$ cat src/rtl/reg_seq_pkg.sv
// Shared definitions for the register-unit command sequencer: widths, program entry layout,
// control codes and sequencer state encoding.
package reg_seq_pkg;

  localparam int DEPTH  = 16;
  localparam int ADDR_W = 4;
  localparam int DW     = 4;
  localparam int CW     = 3;
  localparam int EW     = 12;

  localparam int DATA_LSB = 0;
  localparam int CTRL_LSB = 4;
  localparam int EXP_LSB  = 7;
  localparam int CHK_BIT  = 11;

  localparam logic [CW-1:0] CTRL_NOP = 3'o0;

  typedef enum logic [1:0] {
    IDLE  = 2'd0,
    ISSUE = 2'd1,
    DRAIN = 2'd2,
    DONE  = 2'd3
  } seq_state_e;

  typedef struct packed {
    logic          chk_en;
    logic [DW-1:0] expected;
    logic [CW-1:0] control;
    logic [DW-1:0] data;
  } entry_t;

  function automatic entry_t unpack_entry(input logic [EW-1:0] raw);
    entry_t e;
    e.data     = raw[DATA_LSB +: DW];
    e.control  = raw[CTRL_LSB +: CW];
    e.expected = raw[EXP_LSB +: DW];
    e.chk_en   = raw[CHK_BIT];
    return e;
  endfunction

  // Requests longer than the program are clamped so the entry index never wraps.
  function automatic logic [ADDR_W:0] clamp_len(input logic [ADDR_W:0] req);
    logic [ADDR_W:0] lim;
    lim = (ADDR_W+1)'(DEPTH);
    if (req > lim) begin
      return lim;
    end else begin
      return req;
    end
  endfunction

endpackage

$ cat src/rtl/reg_seq_checker.sv
// Invariant checks for the sequencer outputs, kept apart from the datapath.
module reg_seq_checker
  import reg_seq_pkg::*;
(
  input logic          clk,
  input logic          rst_n,
  input logic          busy,
  input logic          done,
  input logic          err,
  input logic [DW-1:0] cmd_data,
  input logic [CW-1:0] cmd_control,
  input logic [3:0]    err_count
);

  a_nop_when_not_busy: assert property (@(posedge clk) disable iff (!rst_n)
    !busy |-> (cmd_data == {DW{1'b0}} && cmd_control == CTRL_NOP));

  a_done_not_busy: assert property (@(posedge clk) disable iff (!rst_n)
    done |-> !busy);

  a_done_single_cycle: assert property (@(posedge clk) disable iff (!rst_n)
    done |=> !done);

  a_count_implies_err: assert property (@(posedge clk) disable iff (!rst_n)
    (err_count != 4'd0) |-> err);

endmodule

$ cat src/rtl/reg_seq_prog_mem.sv
// Program store for the sequencer: DEPTH x 12-bit entries, synchronous write, asynchronous read.
// Contents are intentionally not reset so a program survives a reset of the sequencer.
module reg_seq_prog_mem
  import reg_seq_pkg::*;
(
  input  logic              clk,
  input  logic              we,
  input  logic [ADDR_W-1:0] waddr,
  input  logic [EW-1:0]     wdata,
  input  logic [ADDR_W-1:0] raddr,
  output logic [EW-1:0]     rdata
);

  logic [EW-1:0] mem_r [DEPTH];

  // Entry write port
  always_ff @(posedge clk) begin
    if (we) begin
      mem_r[waddr] <= wdata;
    end
  end

  assign rdata = mem_r[raddr];

endmodule

$ cat src/rtl/reg_cmd_sequencer.sv
// Replays stored (data, control) commands into the register unit one per clock and checks the
// unit's output one cycle later against each entry's expected value.
module reg_cmd_sequencer
  import reg_seq_pkg::*;
(
  input  logic              clk,
  input  logic              rst_n,
  input  logic              prog_we,
  input  logic [ADDR_W-1:0] prog_addr,
  input  logic [EW-1:0]     prog_data,
  input  logic [ADDR_W:0]   run_len,
  input  logic              start,
  input  logic              abort,
  output logic [DW-1:0]     cmd_data,
  output logic [CW-1:0]     cmd_control,
  input  logic [DW-1:0]     unit_q,
  output logic              busy,
  output logic              done,
  output logic              err,
  output logic [3:0]        err_count,
  output logic [ADDR_W-1:0] first_err_addr
);

  seq_state_e        state_r, next_state_s;
  logic [ADDR_W-1:0] idx_r, rd_addr_s;
  logic [ADDR_W:0]   len_r, start_len_s;
  logic [EW-1:0]     rd_raw_s;
  entry_t            rd_entry_s, cur_r;

  logic              pipe_valid_r, pipe_chk_r;
  logic [DW-1:0]     pipe_exp_r;
  logic [ADDR_W-1:0] pipe_idx_r;

  logic              busy_r, done_r, err_r;
  logic [3:0]        err_count_r;
  logic [ADDR_W-1:0] first_err_r;
  logic              start_ok_s, last_s, mismatch_s, prog_we_s;

  assign prog_we_s = prog_we & ~busy_r;

  reg_seq_prog_mem u_mem (
    .clk   (clk),
    .we    (prog_we_s),
    .waddr (prog_addr),
    .wdata (prog_data),
    .raddr (rd_addr_s),
    .rdata (rd_raw_s)
  );

  // Read address, entry decode, last-entry and mismatch detection
  always_comb begin
    start_ok_s  = start & ~abort;
    start_len_s = clamp_len(run_len);
    last_s      = (({1'b0, idx_r} + (ADDR_W+1)'(1'b1)) == len_r);
    rd_entry_s  = unpack_entry(rd_raw_s);
    // The check of the entry in flight is dropped when the run is aborted.
    mismatch_s  = pipe_valid_r & pipe_chk_r & (unit_q != pipe_exp_r) & ~abort;
    if (state_r == ISSUE) begin
      rd_addr_s = idx_r + ADDR_W'(1'b1);
    end else begin
      rd_addr_s = {ADDR_W{1'b0}};
    end
  end

  // Next-state logic
  always_comb begin
    next_state_s = state_r;
    case (state_r)
      IDLE: begin
        if (start_ok_s) begin
          if (start_len_s == {(ADDR_W+1){1'b0}}) begin
            next_state_s = DRAIN;
          end else begin
            next_state_s = ISSUE;
          end
        end else begin
          next_state_s = IDLE;
        end
      end
      ISSUE: begin
        if (abort) begin
          next_state_s = IDLE;
        end else if (last_s) begin
          next_state_s = DRAIN;
        end else begin
          next_state_s = ISSUE;
        end
      end
      DRAIN: begin
        if (abort) begin
          next_state_s = IDLE;
        end else begin
          next_state_s = DONE;
        end
      end
      DONE:    next_state_s = IDLE;
      default: next_state_s = IDLE;
    endcase
  end

  // State register, issue register and one-deep check pipeline
  always_ff @(posedge clk) begin
    if (!rst_n) begin
      state_r      <= IDLE;
      busy_r       <= 1'b0;
      done_r       <= 1'b0;
      idx_r        <= {ADDR_W{1'b0}};
      len_r        <= {(ADDR_W+1){1'b0}};
      cur_r        <= entry_t'({EW{1'b0}});
      pipe_valid_r <= 1'b0;
      pipe_chk_r   <= 1'b0;
      pipe_exp_r   <= {DW{1'b0}};
      pipe_idx_r   <= {ADDR_W{1'b0}};
    end else begin
      state_r <= next_state_s;
      busy_r  <= (next_state_s == ISSUE) || (next_state_s == DRAIN);
      done_r  <= (state_r == DRAIN) && (next_state_s == DONE);
      if (next_state_s == ISSUE) begin
        cur_r <= rd_entry_s;
        idx_r <= (state_r == ISSUE) ? idx_r + ADDR_W'(1'b1) : {ADDR_W{1'b0}};
      end else begin
        cur_r <= entry_t'({EW{1'b0}});
        idx_r <= idx_r;
      end
      if ((state_r == IDLE) && start_ok_s) begin
        len_r <= start_len_s;
      end else begin
        len_r <= len_r;
      end
      // The entry on cmd_* this cycle is checked against unit_q next cycle.
      pipe_valid_r <= (state_r == ISSUE) && !abort;
      pipe_chk_r   <= cur_r.chk_en;
      pipe_exp_r   <= cur_r.expected;
      pipe_idx_r   <= idx_r;
    end
  end

  // Sticky error flag, saturating mismatch count and first failing entry
  always_ff @(posedge clk) begin
    if (!rst_n) begin
      err_r       <= 1'b0;
      err_count_r <= 4'd0;
      first_err_r <= {ADDR_W{1'b0}};
    end else if ((state_r == IDLE) && start_ok_s) begin
      err_r       <= 1'b0;
      err_count_r <= 4'd0;
      first_err_r <= {ADDR_W{1'b0}};
    end else if (mismatch_s) begin
      err_r <= 1'b1;
      if (err_count_r != 4'hF) begin
        err_count_r <= err_count_r + 4'd1;
      end
      if (!err_r) begin
        first_err_r <= pipe_idx_r;
      end
    end
  end

  assign cmd_data       = cur_r.data;
  assign cmd_control    = cur_r.control;
  assign busy           = busy_r;
  assign done           = done_r;
  assign err            = err_r;
  assign err_count      = err_count_r;
  assign first_err_addr = first_err_r;

  reg_seq_checker u_chk (
    .clk         (clk),
    .rst_n       (rst_n),
    .busy        (busy_r),
    .done        (done_r),
    .err         (err_r),
    .cmd_data    (cur_r.data),
    .cmd_control (cur_r.control),
    .err_count   (err_count_r)
  );

endmodule
$ cat config.mk
export PLATFORM = sky130hd
export DESIGN_NAME = reg_cmd_sequencer
export DESIGN_NICKNAME = d
export VERILOG_FILES = /design/src/rtl/reg_seq_pkg.sv /design/src/rtl/reg_seq_checker.sv /design/src/rtl/reg_seq_prog_mem.sv /design/src/rtl/reg_cmd_sequencer.sv
export SDC_FILE = /design/constraint.sdc
export NUM_CORES = 1
export LEC_CHECK = 0
export BUFFER_PORTS_ARGS = -buffer_cell sky130_fd_sc_hd__buf_2
export CORE_MARGIN = 2
export CORE_UTILIZATION = 55
export CTS_CLUSTER_SIZE = 14
export DETAILED_ROUTE_END_ITERATION = 10
export HOLD_SLACK_MARGIN = 0.12
export PLACE_DENSITY = 0.73
export SKIP_CTS_REPAIR_TIMING = 1
export SYNTH_ARGS = -nofsm -noshare
export SYNTH_HDL_FRONTEND = slang
export SYNTH_HIERARCHICAL = 1
export SYNTH_SLANG_ARGS = --single-unit
$ cat constraint.sdc
create_clock -name clk -period 6.1 [get_ports clk]
set_clock_uncertainty 0.1 [all_clocks]
set_input_delay 0.61 -clock clk [delete_from_list [all_inputs] [get_ports clk]]
set_output_delay 0.61 -clock clk [all_outputs]
set_load 0.01 [all_outputs]
==> out/summary.txt, run 1 <==
Part of the Yosys area used for sequential elements - 0.7185
Antenna violations before repair - 0
Net Switching - 679.9 µW
Power per standard cell area - 323.2 nW/µm²
Synth-to-layout area growth - 14.39%
Actual slew at the worst max-slew pin - 1.084 ns
Count of input and output buffers - 47
Data arrival time at the worst-slack endpoint - 3.38 ns
Count of flip-flops with a built-in enable after synthesis - 192
Total iterations of the first detailed-routing run - 5
Routed vias/inst - 6.023
Status - complete, no violations
Slack of the critical path - 3.035 ns
Vias in the first global route - 4836
RePlAce Congestion - 0.7295
Pins Over Slew Limit - 0
Upper clock frequency limit - 0.3263 GHz
Final setup TNS - 0 ns
Clock tree from TritonCTS - done
Die Height - 133.7 µm
Antenna Diode Count - 0
Vias after detailed routing - 4818
CTS H-Tree Depth - 1
Endpoint type of the worst setup path - flop
Final hold viol count - 0
Syn Inst Count - 498
Top library cells by usage in the layout, fill and taps aside - 192 x sky130_fd_sc_hd__edfxtp_1, 47 x sky130_fd_sc_hd__buf_2, 44 x sky130_fd_sc_hd__dfxtp_1
Async SR Flop Fraction - 0
Cell variety after synth - 47
Final-report setup violation count - 0
Unrepaired setup endpoints after global routing - false
GRT Residual Overflow - 0
Final HPWL from detailed placement - 10760 µm
Horiz. Die Dim - 133.7 µm
Proportion of power drawn by the clock network - 0.446
Critical path, cell by cell - nand2b_1, nor2_4, buf_4, mux4_1, a22oi_1, nand2_1, and2_4
Headroom to the max-slew limit - 0.2767
Total area of sequential cells - 6646 µm²
Leading cell type in the layout, fill and taps excluded - sky130_fd_sc_hd__edfxtp_1
Root Driver - sky130_fd_sc_hd__clkbuf_16
Clock period minus final worst setup slack - 3.065 ns
Post-layout total power - 3.420 mW
Starting density of the core - 0.5598
Maximum number of pins on one net before global-route repair - 50
Internal Pwr Total - 2.740 mW
Post-route ant nets - 0
DR DRC count - 0
Worst Hold Class - primary input to flop
Violation count after the first detailed-route iteration - 414
Net switching fraction of the power - 0.1988
Per-instance average area after synthesis - 18.57 µm²
Path type of the worst setup path - flop to flop
Fraction of the cycle the final worst path needs - 0.5024
GRT Overall Usage - 0.2096
Crit path max fanout - 48
Count of warnings emitted by yosys - 6
Number of fill cells - 1135
Core region area - 16520 µm²
Req. time, crit path - 6.42 ns
Clock insertion delay at the later pin of the skew report - 0.52 ns
Crit path max-delay cell type - sky130_fd_sc_hd__buf_4
Share of layout cells above drive strength 1 - 0.2948
Number of buffers inserted during clock tree synthesis - 25
Critical Path Source Type - flop
Routed wire per std cell - 23.03 µm
Comb pwr share - 0.037
Multi-input gate area - 2451 µm²
Worst-path clk slew - 0.06 ns
Placement Setup Slack - 3.054 ns
Maximum VDD drop - 0.0002267 V
Sequential fraction of design power - 0.517
Post-Syn Nets - 531
Wire length of the first global-routing pass - 27900 µm
Bufs on Longest Clock Path - 3
Peak per-stage delay on the critical path - 0.73 ns
Ports placed on the boundary - 48
Net count of the finished layout - 594
Cell row count - 47
Area of the die - 17870 µm²
Wire length after detailed routing - 18430 µm
Synth Register Bits - 236
Post-Syn Area - 9250 µm²
Most frequently used flop master after synthesis - sky130_fd_sc_hd__edfxtp_1
Max-capacitance violation count - 0
Total clock sinks - 236
Hold_ws - 0.2853 ns
Cell leakage power - 3.562 nW
==> logic make-up (layout without fill, tap and decap cells) <==
logic type / after synthesis / count (layout) / synth area share
flops: 236 / 236 / 0.7185
simple gates: 119 / 119 / 0.07426
mux: 56 / 56 / 0.1327
compound gates: 44 / 44 / 0.03855
buf+inv: 29 / 111 / 0.02151
xor+xnor: 11 / 11 / 0.01041
fa+ha+maj: 3 / 3 / 0.004058
==> per-layer routing <==
layer / global-route usage / wire [µm] / vias up
met3: 0.03234 / 1255 / 41
met5: 0 / 0 / -
met4: 0.06324 / 501 / 0
met2: 0.3376 / 8982 / 195
li1: - / - / 2113
met1: 0.3016 / 7687 / 2469
==> synthesized netlist by cell type (all sizes together) (5+ instances only) <==
master	instances	share of area
clkbuf	7	0.0028
a22oi	24	0.019
mux2i	6	0.0065
buf	19	0.017
a21oi	9	0.0061
and2	23	0.018
nand2	25	0.010
xnor2	5	0.0047
nand3b	8	0.0065
edfxtp	192	0.62
mux4	48	0.12
xor2	6	0.0057
nor3	9	0.0049
nor2	33	0.015
dfxtp	44	0.095
==> path summary, 6_finish.rpt <==
path | cells after the start | start | slack (ns) | endpoint
setup / recovery | 7 | state_r[0]$_SDFF_PN0_ | 3.04 | cmd_data[2]$_SDFF_PN0_
hold / removal | 3 | run_len[3] | 0.29 | len_r[3]$_SDFFE_PN0P_
setup reg to reg | 7 | state_r[0]$_SDFF_PN0_ | 3.04 | cmd_data[2]$_SDFF_PN0_
hold reg to reg | 1 | cur_r[10]$_SDFF_PN0_ | 0.33 | pipe_exp_r[3]$_SDFF_PN0_
==> power groups by stage <==
stage	sequential, mW	combinational, mW	clock, mW
final	1.77	0.125	1.53
after global routing	1.77	0.135	1.61
after CTS	1.77	0.126	1.55
after detailed placement	1.80	0.126	0
after global placement	1.80	0.120	0
after floorplan	1.80	0.0792	0
==> critical path: cells and delay by family (launching register included) <==
family                 cells  cell delay, ns
AOI/OAI and AO/OA          1            0.25
DFF                        1            0.43
buffers and inverters      1            0.73
and+or+nand+nor            4            0.73
muxes                      1            0.67
==> through the flow <==
| step | instance area [µm²] | util | cells |
|---|---|---|---|
| finish | 10580 | 0.6403 | 800 |
| global route | 10580 | 0.6403 | 800 |
| CTS | 10580 | 0.6403 | 800 |
| detailed placement | 9732 | 0.5889 | 754 |
| global placement | 9732 | 0.5889 | 754 |
| floorplan | 9250 | - | 498 |
==> registers in the layout, summed over array words and instances, names as in the netlist <==
register and count:
u_mem/mem_r 192, cur_r 5, len_r 5, cmd_data 4, err_count 4, first_err_addr 4, idx_r 4, pipe_exp_r 4
pipe_idx_r 4, cmd_control 3, state_r 2, busy 1, done 1, err 1, pipe_chk_r 1, pipe_valid_r 1
==> final cells by class <==
| cell class | instances | area share |
|---|---|---|
| inverters | 3 | 0.001064 |
| clock buffers | 29 | 0.06054 |
| well taps | 220 | 0.02601 |
| clock inverters | 17 | 0.01975 |
| multi-input cells | 233 | 0.2316 |
| repair buffers | 62 | 0.03287 |
| flip-flops and latches | 236 | 0.6281 |
(Power assumes the default switching activity.)
==> inputs of run 2 (changes only) <==
Clock period 6.1 ns to 3.2 ns, I/O delays scaled along.
==> run 2 against run 1 <==
Net effect: sequential power up 90%; largest cell class unchanged; power rose by 85%; global-route usage is 1.2 points higher; critical path depth is 1 higher; die area is the same; register-to-register slack worse by 2.2 ns; clock power rose by 76%; final area up 2.1%; highest routed layer unchanged.
==> out/summary.txt, run 2 (synthesis results as in run 1) <==
Maximum number of pins on one net before global-route repair - 50
Clock insertion delay at the later pin of the skew report - 0.52 ns
Area of the die - 17870 µm²
Cell leakage power - 3.717 nW
Share of layout cells above drive strength 1 - 0.2962
Post-route ant nets - 0
Power per standard cell area - 585.8 nW/µm²
Die Height - 133.7 µm
Worst-path clk slew - 0.06 ns
Top Registers - u_mem/mem_r (192), cur_r (5), len_r (5)
Peak per-stage delay on the critical path - 0.47 ns
Max-capacitance violation count - 0
Synth-to-layout area growth - 16.83%
Largest register by flop count - u_mem/mem_r
Final HPWL from detailed placement - 11450 µm
Data arrival time at the worst-slack endpoint - 2.68 ns
Final hold viol count - 0
Cell area after layout - 10810 µm²
Number of buffers inserted during clock tree synthesis - 24
Root Driver - sky130_fd_sc_hd__clkbuf_16
Wire length of the first global-routing pass - 29000 µm
Core region area - 16520 µm²
Bufs on Longest Clock Path - 3
RePlAce Congestion - 0.8415
Actual slew at the worst max-slew pin - 1.054 ns
Endpoint type of the worst setup path - flop
GRT Residual Overflow - 0
Critical Path Source Type - flop
Crit path max-delay cell type - sky130_fd_sc_hd__dfxtp_1
Violation count after the first detailed-route iteration - 513
Routed vias/inst - 5.895
Slack of the critical path - 0.8212 ns
Horiz. Die Dim - 133.7 µm
Unrepaired setup endpoints after global routing - false
Vias after detailed routing - 4899
Ports placed on the boundary - 48
Status - complete, no violations
Leading cell type in the layout, fill and taps excluded - sky130_fd_sc_hd__edfxtp_1
Top library cells by usage in the layout, fill and taps aside - 192 x sky130_fd_sc_hd__edfxtp_1, 47 x sky130_fd_sc_hd__buf_2, 44 x sky130_fd_sc_hd__dfxtp_1
Upper clock frequency limit - 0.4204 GHz
Critical path, cell by cell - ha_1, xnor2_1, a221oi_1, o2111a_2, o22a_2, nor2_1, ha_1, and2_1
Path type of the worst setup path - flop to flop
Count of input and output buffers - 47
Antenna Diode Count - 0
Net count of the finished layout - 626
Placement Setup Slack - 0.8224 ns
GRT Overall Usage - 0.2216
Final-report setup violation count - 0
CTS H-Tree Depth - 1
Vias in the first global route - 4991
Worst Hold Class - primary input to flop
Total iterations of the first detailed-routing run - 5
Clock period minus final worst setup slack - 2.379 ns
Total clock sinks - 236
Cell row count - 47
Final setup TNS - 0 ns
Max reg flops - 192
Library cell appearing most often on the critical path - sky130_fd_sc_hd__ha_1
Pins Over Slew Limit - 0
Clock tree from TritonCTS - done
Routed wire per std cell - 22.87 µm
Req. time, crit path - 3.50 ns
Maximum VDD drop - 0.0004658 V
Starting density of the core - 0.5598
Antenna violations before repair - 0
Headroom to the max-slew limit - 0.2877
Crit path max fanout - 6
Fraction of the cycle the final worst path needs - 0.7434
DR DRC count - 0
Area post-placement - 9859 µm²
Wire length after detailed routing - 19010 µm
run 2: worst paths after layout:
kind | cells past startpoint | endpoint | from | slack, ns
max | 8 | busy$_SDFF_PN0_ | idx_r[0]$_SDFFE_PN0N_ | 0.82
min | 3 | idx_r[1]$_SDFFE_PN0N_ | rst_n | 0.1
max reg2reg | 8 | busy$_SDFF_PN0_ | idx_r[0]$_SDFFE_PN0N_ | 0.82
min reg2reg | 1 | pipe_exp_r[3]$_SDFF_PN0_ | cur_r[10]$_SDFF_PN0_ | 0.33
run 2: final cells by class:
type / count / area, µm²
sequential: 236 / 6646
fill: 1129 / 5718
multi-input combinational: 233 / 2434
timing repair buffer: 95 / 663.1
clock buffer: 29 / 641.9
tap: 220 / 275.3
clock inverter: 15 / 135.1
inverter: 3 / 11.26
run 2: through the flow:
| stage | utilization | std cells | hold slack (ns) | power (mW) |
|---|---|---|---|---|
| after floorplan | - | 498 | 0.3119 | 3.583 |
| final | 0.6540 | 831 | 0.09983 | 6.330 |
| after detailed placement | 0.5967 | 770 | 0.3211 | 3.684 |
| after global placement | 0.5967 | 770 | 0.3171 | 3.672 |
| after global routing | 0.6540 | 831 | 0.1261 | 6.517 |
| after CTS | 0.6437 | 814 | -0.02139 | 6.362 |
run 2: per-layer routing:
layer,global-route usage,share of wire
met3,0.04186,0.069
met2,0.3697,0.49
met4,0.05910,0.024
met1,0.3051,0.42
met5,0,0
run 2: critical path: cells and delay by family (launching register included):
kind	cells	cell delay [ns]
AO/OA/AOI/OAI	3	0.78
adder cells (fa/ha/maj)	2	0.61
flip-flops	1	0.47
AND/OR/NAND/NOR	2	0.20
XOR/XNOR	1	0.11
run 2: power by group:
part	leakage [nW]	switching, mW	internal [mW]
logic	1.24	0.149	0.114
clock network	0.391	1.11	1.59
registers	2.09	0.0131	3.36
